**src/rtl/router_pkg.sv**
```systemverilog
// Shared router definitions: header field layout, data width, reader states.
// Imported by the destination reader and its parity checker.
package router_pkg;

    localparam int DATA_W   = 8;
    localparam int LEN_MSB  = 7;
    localparam int LEN_LSB  = 2;
    localparam int ADDR_MSB = 1;
    localparam int ADDR_LSB = 0;
    localparam int LEN_W    = LEN_MSB - LEN_LSB + 1;
    localparam int ADDR_W   = ADDR_MSB - ADDR_LSB + 1;
    localparam int MAX_TIME = 30;

    typedef enum logic [2:0] {
        IDLE  = 3'd0,
        DELAY = 3'd1,
        HDR   = 3'd2,
        BODY  = 3'd3,
        DONE  = 3'd4
    } rd_state_e;

    function automatic logic [LEN_W-1:0] hdr_len(input logic [DATA_W-1:0] hdr);
        return hdr[LEN_MSB:LEN_LSB];
    endfunction

    function automatic logic [ADDR_W-1:0] hdr_addr(input logic [DATA_W-1:0] hdr);
        return hdr[ADDR_MSB:ADDR_LSB];
    endfunction

endpackage

```
**src/rtl/router_parity_chk.sv**
```systemverilog
// Running XOR over header and payload; seed loads, accumulate folds in din.
// mismatch compares din against the running value combinationally; never stalls.
module router_parity_chk
    import router_pkg::*;
(
    input  logic              clock,
    input  logic              resetn,
    input  logic              seed,
    input  logic              accumulate,
    input  logic [DATA_W-1:0] din,
    output logic              mismatch
);

    logic [DATA_W-1:0] acc_q;
    logic [DATA_W-1:0] acc_d;

    always_comb begin
        acc_d = acc_q;
        if (seed) begin
            acc_d = din;
        end else if (accumulate) begin
            acc_d = acc_q ^ din;
        end
        mismatch = (din != acc_q);
    end

    always_ff @(posedge clock) begin
        if (!resetn) begin
            acc_q <= '0;
        end else begin
            acc_q <= acc_d;
        end
    end

endmodule

```
**src/rtl/router_dest_reader.sv**
```systemverilog
// Drains one packet per enable from a router output port with paced read_en pulses,
// checks parity/address; data lands one cycle after a read; stalls while vld_out is low.
module router_dest_reader
    import router_pkg::*;
#(
    parameter int PORT_ID    = 0,
    parameter int READ_DELAY = 5,
    parameter int CNT_W      = 16
) (
    input  logic              clock,
    input  logic              resetn,
    input  logic              enable,
    input  logic              vld_out,
    input  logic              soft_reset,
    input  logic [DATA_W-1:0] data_out,
    output logic              read_en,
    output logic [DATA_W-1:0] byte_out,
    output logic              byte_valid,
    output logic              pkt_done,
    output logic [LEN_W-1:0]  pkt_len,
    output logic [ADDR_W-1:0] pkt_addr,
    output logic              parity_err,
    output logic              addr_err,
    output logic              abort,
    output logic              busy,
    output logic [CNT_W-1:0]  pkt_count
);

    localparam logic [ADDR_W-1:0] PORT_ADDR = ADDR_W'(PORT_ID);
    localparam int DCNT_W = (READ_DELAY > 2) ? $clog2(READ_DELAY) : 1;
    localparam logic [DCNT_W-1:0] DCNT_LAST = DCNT_W'((READ_DELAY > 0) ? READ_DELAY - 1 : 0);
    localparam int RL_W = LEN_W + 1;

    rd_state_e         state_q, state_d;
    logic [DCNT_W-1:0] dcnt_q, dcnt_d;
    logic              rd_q, rd_d;
    logic [RL_W-1:0]   reads_left_q, reads_left_d;
    logic [LEN_W-1:0]  pkt_len_q, pkt_len_d;
    logic [ADDR_W-1:0] pkt_addr_q, pkt_addr_d;
    logic [DATA_W-1:0] byte_out_q, byte_out_d;
    logic              byte_valid_q, byte_valid_d;
    logic              abort_q, abort_d;
    logic              perr_q, perr_d;
    logic              aerr_q, aerr_d;
    logic [CNT_W-1:0]  pkt_count_q, pkt_count_d;

    logic capture;
    logic par_seed;
    logic par_acc;
    logic par_mismatch;

    router_parity_chk u_parity (
        .clock      (clock),
        .resetn     (resetn),
        .seed       (par_seed),
        .accumulate (par_acc),
        .din        (data_out),
        .mismatch   (par_mismatch)
    );

    always_comb begin
        state_d      = state_q;
        dcnt_d       = dcnt_q;
        reads_left_d = reads_left_q;
        pkt_len_d    = pkt_len_q;
        pkt_addr_d   = pkt_addr_q;
        byte_out_d   = byte_out_q;
        byte_valid_d = 1'b0;
        abort_d      = 1'b0;
        perr_d       = perr_q;
        aerr_d       = aerr_q;
        pkt_count_d  = pkt_count_q;
        par_seed     = 1'b0;
        par_acc      = 1'b0;

        // One read per two cycles: rd_q blocks back-to-back pops so vld_out settles first.
        read_en = ((state_q == HDR) || (state_q == BODY)) && vld_out && !rd_q &&
                  (reads_left_q != '0) && !soft_reset;
        rd_d    = read_en;
        capture = rd_q && !soft_reset;

        if (soft_reset && ((state_q == DELAY) || (state_q == HDR) || (state_q == BODY))) begin
            state_d = IDLE;
            abort_d = 1'b1;
        end else begin
            case (state_q)
                IDLE: begin
                    if (enable && vld_out && !soft_reset) begin
                        dcnt_d       = '0;
                        reads_left_d = RL_W'(1);
                        state_d      = (READ_DELAY == 0) ? HDR : DELAY;
                    end
                end
                DELAY: begin
                    if (dcnt_q == DCNT_LAST) begin
                        state_d = HDR;
                    end else begin
                        dcnt_d = dcnt_q + DCNT_W'(1);
                    end
                end
                HDR: begin
                    if (capture) begin
                        pkt_len_d    = hdr_len(data_out);
                        pkt_addr_d   = hdr_addr(data_out);
                        par_seed     = 1'b1;
                        reads_left_d = {1'b0, hdr_len(data_out)} + RL_W'(1);
                        state_d      = BODY;
                    end
                end
                BODY: begin
                    if (capture) begin
                        reads_left_d = reads_left_q - RL_W'(1);
                        if (reads_left_q > RL_W'(1)) begin
                            byte_out_d   = data_out;
                            byte_valid_d = 1'b1;
                            par_acc      = 1'b1;
                        end else begin
                            perr_d  = par_mismatch;
                            aerr_d  = (pkt_addr_q != PORT_ADDR);
                            state_d = DONE;
                        end
                    end
                end
                DONE: begin
                    pkt_count_d = pkt_count_q + CNT_W'(1);
                    state_d     = IDLE;
                end
                default: state_d = IDLE;
            endcase
        end
    end

    always_ff @(posedge clock) begin
        if (!resetn) begin
            state_q      <= IDLE;
            dcnt_q       <= '0;
            rd_q         <= 1'b0;
            reads_left_q <= '0;
            pkt_len_q    <= '0;
            pkt_addr_q   <= '0;
            byte_out_q   <= '0;
            byte_valid_q <= 1'b0;
            abort_q      <= 1'b0;
            perr_q       <= 1'b0;
            aerr_q       <= 1'b0;
            pkt_count_q  <= '0;
        end else begin
            state_q      <= state_d;
            dcnt_q       <= dcnt_d;
            rd_q         <= rd_d;
            reads_left_q <= reads_left_d;
            pkt_len_q    <= pkt_len_d;
            pkt_addr_q   <= pkt_addr_d;
            byte_out_q   <= byte_out_d;
            byte_valid_q <= byte_valid_d;
            abort_q      <= abort_d;
            perr_q       <= perr_d;
            aerr_q       <= aerr_d;
            pkt_count_q  <= pkt_count_d;
        end
    end

    assign byte_out   = byte_out_q;
    assign byte_valid = byte_valid_q;
    assign pkt_done   = (state_q == DONE);
    assign parity_err = (state_q == DONE) && perr_q;
    assign addr_err   = (state_q == DONE) && aerr_q;
    assign pkt_len    = pkt_len_q;
    assign pkt_addr   = pkt_addr_q;
    assign abort      = abort_q;
    assign busy       = (state_q != IDLE);
    assign pkt_count  = pkt_count_q;

endmodule

```
**config.mk**
```make
export PLATFORM = sky130hd
export DESIGN_NAME = router_dest_reader
export DESIGN_NICKNAME = d
export VERILOG_FILES = /design/src/rtl/router_pkg.sv /design/src/rtl/router_parity_chk.sv /design/src/rtl/router_dest_reader.sv
export SDC_FILE = /design/constraint.sdc
export NUM_CORES = 1
export LEC_CHECK = 0
export ABC_AREA = 1
export ABC_CLOCK_PERIOD_IN_PS = 1290
export CAP_MARGIN = 40
export CELL_PAD_IN_SITES_DETAIL_PLACEMENT = 0
export CELL_PAD_IN_SITES_GLOBAL_PLACEMENT = 2
export CORE_MARGIN = 2
export CORE_UTILIZATION = 26
export CTS_CLUSTER_DIAMETER = 30
export CTS_CLUSTER_SIZE = 28
export DETAILED_ROUTE_END_ITERATION = 6
export MAX_ROUTING_LAYER = met4
export PLACE_DENSITY = 0.75
export SLEW_MARGIN = 0
export SYNTH_ARGS = -nofsm -noshare
export SYNTH_HDL_FRONTEND = slang
export SYNTH_SLANG_ARGS = --single-unit
```
**constraint.sdc**
```tcl
create_clock -name clock -period 1.29 [get_ports clock]
set_input_delay 0.387 -clock clock [delete_from_list [all_inputs] [get_ports clock]]
set_output_delay 0.387 -clock clock [all_outputs]
set_load 0.02 [all_outputs]
```
==> impl_results.md, run 1 <==
- Status: complete, but fails checks
- Failing checks: setup timing
- Post-synthesis net count: 471
- Synth Instances: 451
- Root Buffer: clkbuf_16
- Clk sinks: 58
- LEAKAGE: 2.47 nW
- CP arrival: 1250 ps
- Startpoint types: flip-flop
- Post-CTS Hold Buffers: 0
- Clock transition at path regs: 50 ps
- Top Ports: 52
- Initial Util: 0.270
- Most numerous cell in the Yosys netlist: nand2_1
- Minimum clock period: 1640 ps
- Diodes inserted: 0
- Final Wtd Congestion: 0.796
- Clock latency on the worst-skew pair: 340 ps
- First-pass GRT wire length: 16,000 um
- Period Utilization, post-route: 1.27
- Remaining design rule violation count: 0
- RSZ-0062 raised after global routing: yes
- Fin util: 0.476
- Placed Area: 0.00461 sq mm
- Total track usage: 0.163
- Design Area, Final: 0.00551 sq mm
- Max Buffers Root-to-Sink: 2
- Num CTS Buffers: 9
- Register area share after synthesis: 0.373
- CP Capture Type: primary output
- Peak VDD IR: 0.791 mV
- Setup slack after layout: -351 ps
- Vias in the first global route: 3,415
- Worst-Margin Slew: 380 ps
- Synth area leaders: dfxtp_1 37%, nand2_1 14%, nor2_1 7.6%
- Fillers: 1,162
- CTS H-tree depth: 3
- Vias: 3,514
- Mapped cell area: 0.00312 sq mm
- Average size of a mapped cell: 6.91 sq um
- Initial antenna violation count: 0
- Largest net degree at the start of global routing: 20
- Worst hold margin: 459 ps
- Post-DP HPWL: 7060 um
- Critical Path Fanout Max: 2
- Top_reg_cell synth: dfxtp_1
- Vias per cell: 4.52
- Final hold violation count: 0
- Die Y: 113 um
- Layout net count: 649
- Slew margin rel.: 0.745
- Maxcap violations: 0
- Worst Path Required: 900 ps
- FP Rows: 39
- Synthesis-to-finish area growth: 76.8%
- CP Class: flip-flop to primary output
- Die width: 113 um
- Synth Warn #: 0
- GRT Residual Overflow: 0
- Placed Cells: 740
- Total power: 8.84 mW
- Slew Limit Fails: 0
- Fmax: 609 MHz
- Synth async-reset ratio: 0
- Hold Path Class: flip-flop to flip-flop
- Yosys top cell area share: 0.373
- CORE AREA: 0.0116 sq mm
- Share of cells above drive strength 1: 0.484
- Antenna-violating nets left: 0
- 1st-iter DRT viols: 176
- Most frequent cells after synthesis: 114 x nand2_1, 63 x nor2_1, 58 x dfxtp_1, 42 x inv_1, 33 x a21oi_1
- Setup TNS: -8650 ps
- PwrDens: 1600 mW/mm^2
- IO buf count: 51
- DIE AREA: 0.0129 sq mm
- FF+latch count, synth: 58
- Per-cell routed wire length: 12.8 um
- Post-synth EDFFs: 0
- DR pass1 iterations: 4
- Yosys top cell by area: dfxtp_1
- Layout Skew: 4.98 ps
- Yosys cell types: 36
- Final setup viols: 51
- Worst slack at placement: -836 ps
- CTS tree: done
- WL final: 9910 um
- Post-Layout Cell Count: 777
[logic make-up (layout without fill, tap and decap cells)]
logic type | after synthesis | count (layout) | share of synthesized area
flops | 58 | 58 | 0.373
xor+xnor | 12 | 12 | 0.0337
buf+inv | 58 | 240 | 0.0819
compound gates | 74 | 74 | 0.128
fa+ha+maj | 7 | 7 | 0.0281
simple gates | 242 | 243 | 0.356
[repair_timing]
action | in CTS | in global routing
resized for setup | 243 | 100
cloned | 1 | 0
buffers inserted | 10 | 12
pin swaps | 23 | 31
setup endpoints to repair | 84 | 59
[placed cells by master, fill, tap and decap left out, types with 5 or more instances in the layout]
cell type	instances
a21oi_1	28
a21oi_2	9
buf_12	5
buf_2	29
buf_4	95
buf_6	34
clkbuf_16	9
clkdlybuf4s50_1	6
dfxtp_1	40
dfxtp_2	13
dfxtp_4	5
dlygate4sd2_1	5
inv_1	34
inv_2	7
inv_4	5
nand2_1	88
nand2_2	19
nand2_4	9
nand2_8	5
nand3_1	19
nand3_2	7
nand3_4	5
nand4_1	13
nor2_1	44
nor2_2	12
nor2_4	12
o21ai_0	13
o21ai_1	15
xnor2_1	9
[per-layer routing]
metal / vias to the layer above / wire (um) / track usage
met3: 19 / 391 / 0.0420
li1: 1819 / - / -
met1: 1613 / 4330 / 0.187
met5: - / 0 / -
met2: 63 / 4980 / 0.276
met4: 0 / 209 / 0.0585
[report_power, final]
| part | internal (mW) | switching (mW) |
|---|---|---|
| logic | 2.04 | 2.12 |
| clock network | 1.73 | 0.874 |
| registers | 1.95 | 0.115 |
| total | 5.73 | 3.11 |
[critical path, stage by stage (launching register included)]
cell,delay (ps)
dfxtp_2,330
inv_2,80
ha_4,140
nand2_4,40
nor3_4,160
nor2_4,40
buf_6,120
[path summary, 6_finish.rpt]
kind	cells past startpoint	from	end	slack, ps
setup / recovery	6	reads_left_q[0]	read_en	-350
hold / removal	2	pkt_len[1]	pkt_len[1]	460
setup reg to reg	10	reads_left_q[2]	aerr_q	-260
hold reg to reg	2	pkt_len[1]	pkt_len[1]	460
[state kept, by name, indices dropped and copies added, names as in the netlist]
name / cells
state_q: 3
perr_q: 1
byte_valid: 1
u_parity.acc_q: 8
pkt_len: 6
reads_left_q: 7
pkt_addr: 2
abort: 1
byte_out: 8
rd_q: 1
aerr_q: 1
dcnt_q: 3
pkt_count: 16
[cell type report]
class	instances	area, sq um	share of cell area
Clock buffer	11	243	0.0441
Timing Repair Buffer	175	1460	0.264
Clock inverter	5	77.6	0.0141
Multi-Input combinational cell	336	2140	0.388
Inverter	49	223	0.0404
Tap cell	143	179	0.0325
Sequential cell	58	1200	0.217
Note: power is estimated with default switching activity, not from simulation.
==> run 2: changes to the inputs <==
--- a/config.mk
+++ b/config.mk
@@ -10,7 +10,7 @@
 export CAP_MARGIN = 40
 export CELL_PAD_IN_SITES_DETAIL_PLACEMENT = 0
 export CELL_PAD_IN_SITES_GLOBAL_PLACEMENT = 2
-export CORE_MARGIN = 2
+export CORE_MARGIN = 3
 export CORE_UTILIZATION = 26
 export CTS_CLUSTER_DIAMETER = 30
 export CTS_CLUSTER_SIZE = 28
==> run 2 against run 1 <==
Compared with the run above: the run still ends with setup timing left; first-iteration DRC count is 34% lower; cell count grew 1.3%; clock power is essentially flat; sequential power about the same; die area is 3.6% higher; wire length increased by 5.8%; sequential share of layout area down 1.5 points; critical path depth is the same.
==> impl_results.md, run 2 (synthesis gave the netlist of run 1 again) <==
- Final Wtd Congestion: 0.816 (+2.6%)
- CP arrival: 1250 ps (about the same)
- RSZ-0062 raised after global routing: yes
- Minimum clock period: 1640 ps (-1.44 ps)
- Top Ports: 52 (unchanged)
- Largest net degree at the start of global routing: 20 (unchanged)
- Vias per cell: 4.60 (+1.8%)
- Final setup viols: 47 (-7.8%)
- Worst-Margin Slew: 374 ps (-6.50 ps)
- Per-cell routed wire length: 13.3 um (+4.5%)
- Setup TNS: -7050 ps (+1590 ps)
- Vias: 3,623 (+3.1%)
- First-pass GRT wire length: 17,300 um (+7.9%)
- LEAKAGE: 2.66 nW (+7.7%)
- Status: complete, but fails checks
- FP Rows: 39 (unchanged)
- Peak VDD IR: 0.871 mV (+10%)
- Multi-input logic area: 0.00246 sq mm (+15%)
- Setup slack after layout: -349 ps (+1.44 ps)
- Initial antenna violation count: 0 (unchanged)
- Final hold violation count: 0 (unchanged)
- Post-Layout Cell Count: 787 (+1.3%)
- CP Class: flip-flop to primary output
- Die width: 115 um (+1.8%)
- CP max stage cell: dfxtp_2
- Diodes inserted: 0 (unchanged)
- Placed Cells: 736 (-0.54%)
- Total track usage: 0.172 (+0.00911)
- IO buf count: 51 (unchanged)
- Num CTS Buffers: 9 (unchanged)
- DIE AREA: 0.0133 sq mm (+3.6%)
- Most common cell after layout, fill and taps aside: buf_4
- Share of cells above drive strength 1: 0.576 (+0.0919)
- Synthesis-to-finish area growth: 90.6%
- Worst slack at placement: -819 ps (+16.6 ps)
- CP Capture Type: primary output
- PwrDens: 1580 mW/mm^2 (-1.6%)
- Vias in the first global route: 3,620 (+6.0%)
- Clk sinks: 58 (unchanged)
- Maxcap violations: 0 (unchanged)
- Clock latency on the worst-skew pair: 340 ps (about the same)
- CORE AREA: 0.0116 sq mm (unchanged)
- Post-DP HPWL: 7000 um (-0.94%)
- Fmax: 610 MHz (about the same)
- Worst Path Required: 900 ps (about the same)
- Failing checks: setup timing
- Root Buffer: clkbuf_16
- DR pass1 iterations: 4 (unchanged)
- CTS tree: done
- Layout Skew: 8.19 ps (+3.21 ps)
- Register area: 0.00120 sq mm (+0.42%)
- GRT Residual Overflow: 0 (unchanged)
- Slew Limit Fails: 0 (unchanged)
- Critical Path Fanout Max: 2 (unchanged)
- 1st-iter DRT viols: 117 (-34%)
- Layout net count: 659 (+1.5%)
- Hold Path Class: flip-flop to flip-flop
- Die Y: 115 um (+1.8%)
- Worst path max stage delay: 320 ps (about the same)
- Fin util: 0.514 (+0.0373)
- Total power: 9.38 mW (+6.1%)
- Period Utilization, post-route: 1.27 (about the same)
- Crit-path cells: inv_2 > ha_4 > nand2_4 > nor3_4 > nor2_4 > buf_6
- Initial Util: 0.270 (unchanged)
- Most frequent cells in the layout: 97 x buf_4, 75 x nand2_1, 40 x nor2_1
- Fillers: 1,081 (-7.0%)
- Remaining design rule violation count: 0 (unchanged)
- Startpoint types: flip-flop
- Max Buffers Root-to-Sink: 2 (unchanged)
- WL final: 10,500 um (+5.8%)
- CTS H-tree depth: 3 (unchanged)
- Clock transition at path regs: 50 ps (about the same)
- Slew margin rel.: 0.751 (+0.00545)
- Largest register FFs: 16 (unchanged)
- Antenna-violating nets left: 0 (unchanged)
[run 2: changes by cell type in the layout (fill, tap and decap cells not counted), moves of 6 or more]
cell     delta
a21oi_1    -15
a21oi_2    +15
nand2_1    -13
nand2_4    +14
nand3_1     -6
o21ai_0     -7
o21ai_2    +10
[run 2: power by group]
group	switching, mW	total (mW)	internal, mW
registers	0.128	2.09	1.96
logic	2.35	4.65	2.30
clock network	0.902	2.64	1.74
total	3.38	9.38	6.00
[run 2: metrics by stage]
step | area (sq um) | hold slack [ps]
after detailed placement | 4560 | 456
after floorplan | 3180 | 468
after CTS | 5500 | 474
after global routing | 5940 | 498
after global placement | 4560 | 454
final | 5940 | 466
[run 2: path summary, 6_finish.rpt]
path	startpoint	to	slack, ps	cells past startpoint
setup / recovery	reads_left_q[1]	read_en	-350	6
hold reg to reg	pkt_len[0]	pkt_len[0]	470	2
setup reg to reg	reads_left_q[3]	byte_out[6]	-230	12
hold / removal	pkt_len[0]	pkt_len[0]	470	2
[run 2: repair_timing]
action | CTS | global route
resized for setup | 321 | 114
cloned | 4 | 0
pin swaps | 61 | 51
endpoints found under the setup margin | 84 | 65
setup buffers | 22 | 14
hold buffers | 0 | 0
[run 2: layout make-up]
class | instances | area share
clock buffers | 11 | 0.0409
repair inverters | 1 | 0.00105
repair buffers | 183 | 0.262
well taps | 143 | 0.0301
inverters | 49 | 0.0369
multi-input cells | 337 | 0.414
clock inverters | 5 | 0.0131
flip-flops and latches | 58 | 0.202
[run 2: critical path, delay by kind of cell (launching register included)]
family        cells  cell delay (ps)
fa+ha+maj         1              140
buf+inv           2              190
flops             1              320
simple gates      3              250
[run 2: layer usage]
metal,track usage,vias up,share of wire
met5,-,-,0
met2,0.290,60,0.51
met4,0.0798,0,0.022
li1,-,1861,-
met3,0.0287,16,0.030
met1,0.200,1686,0.44
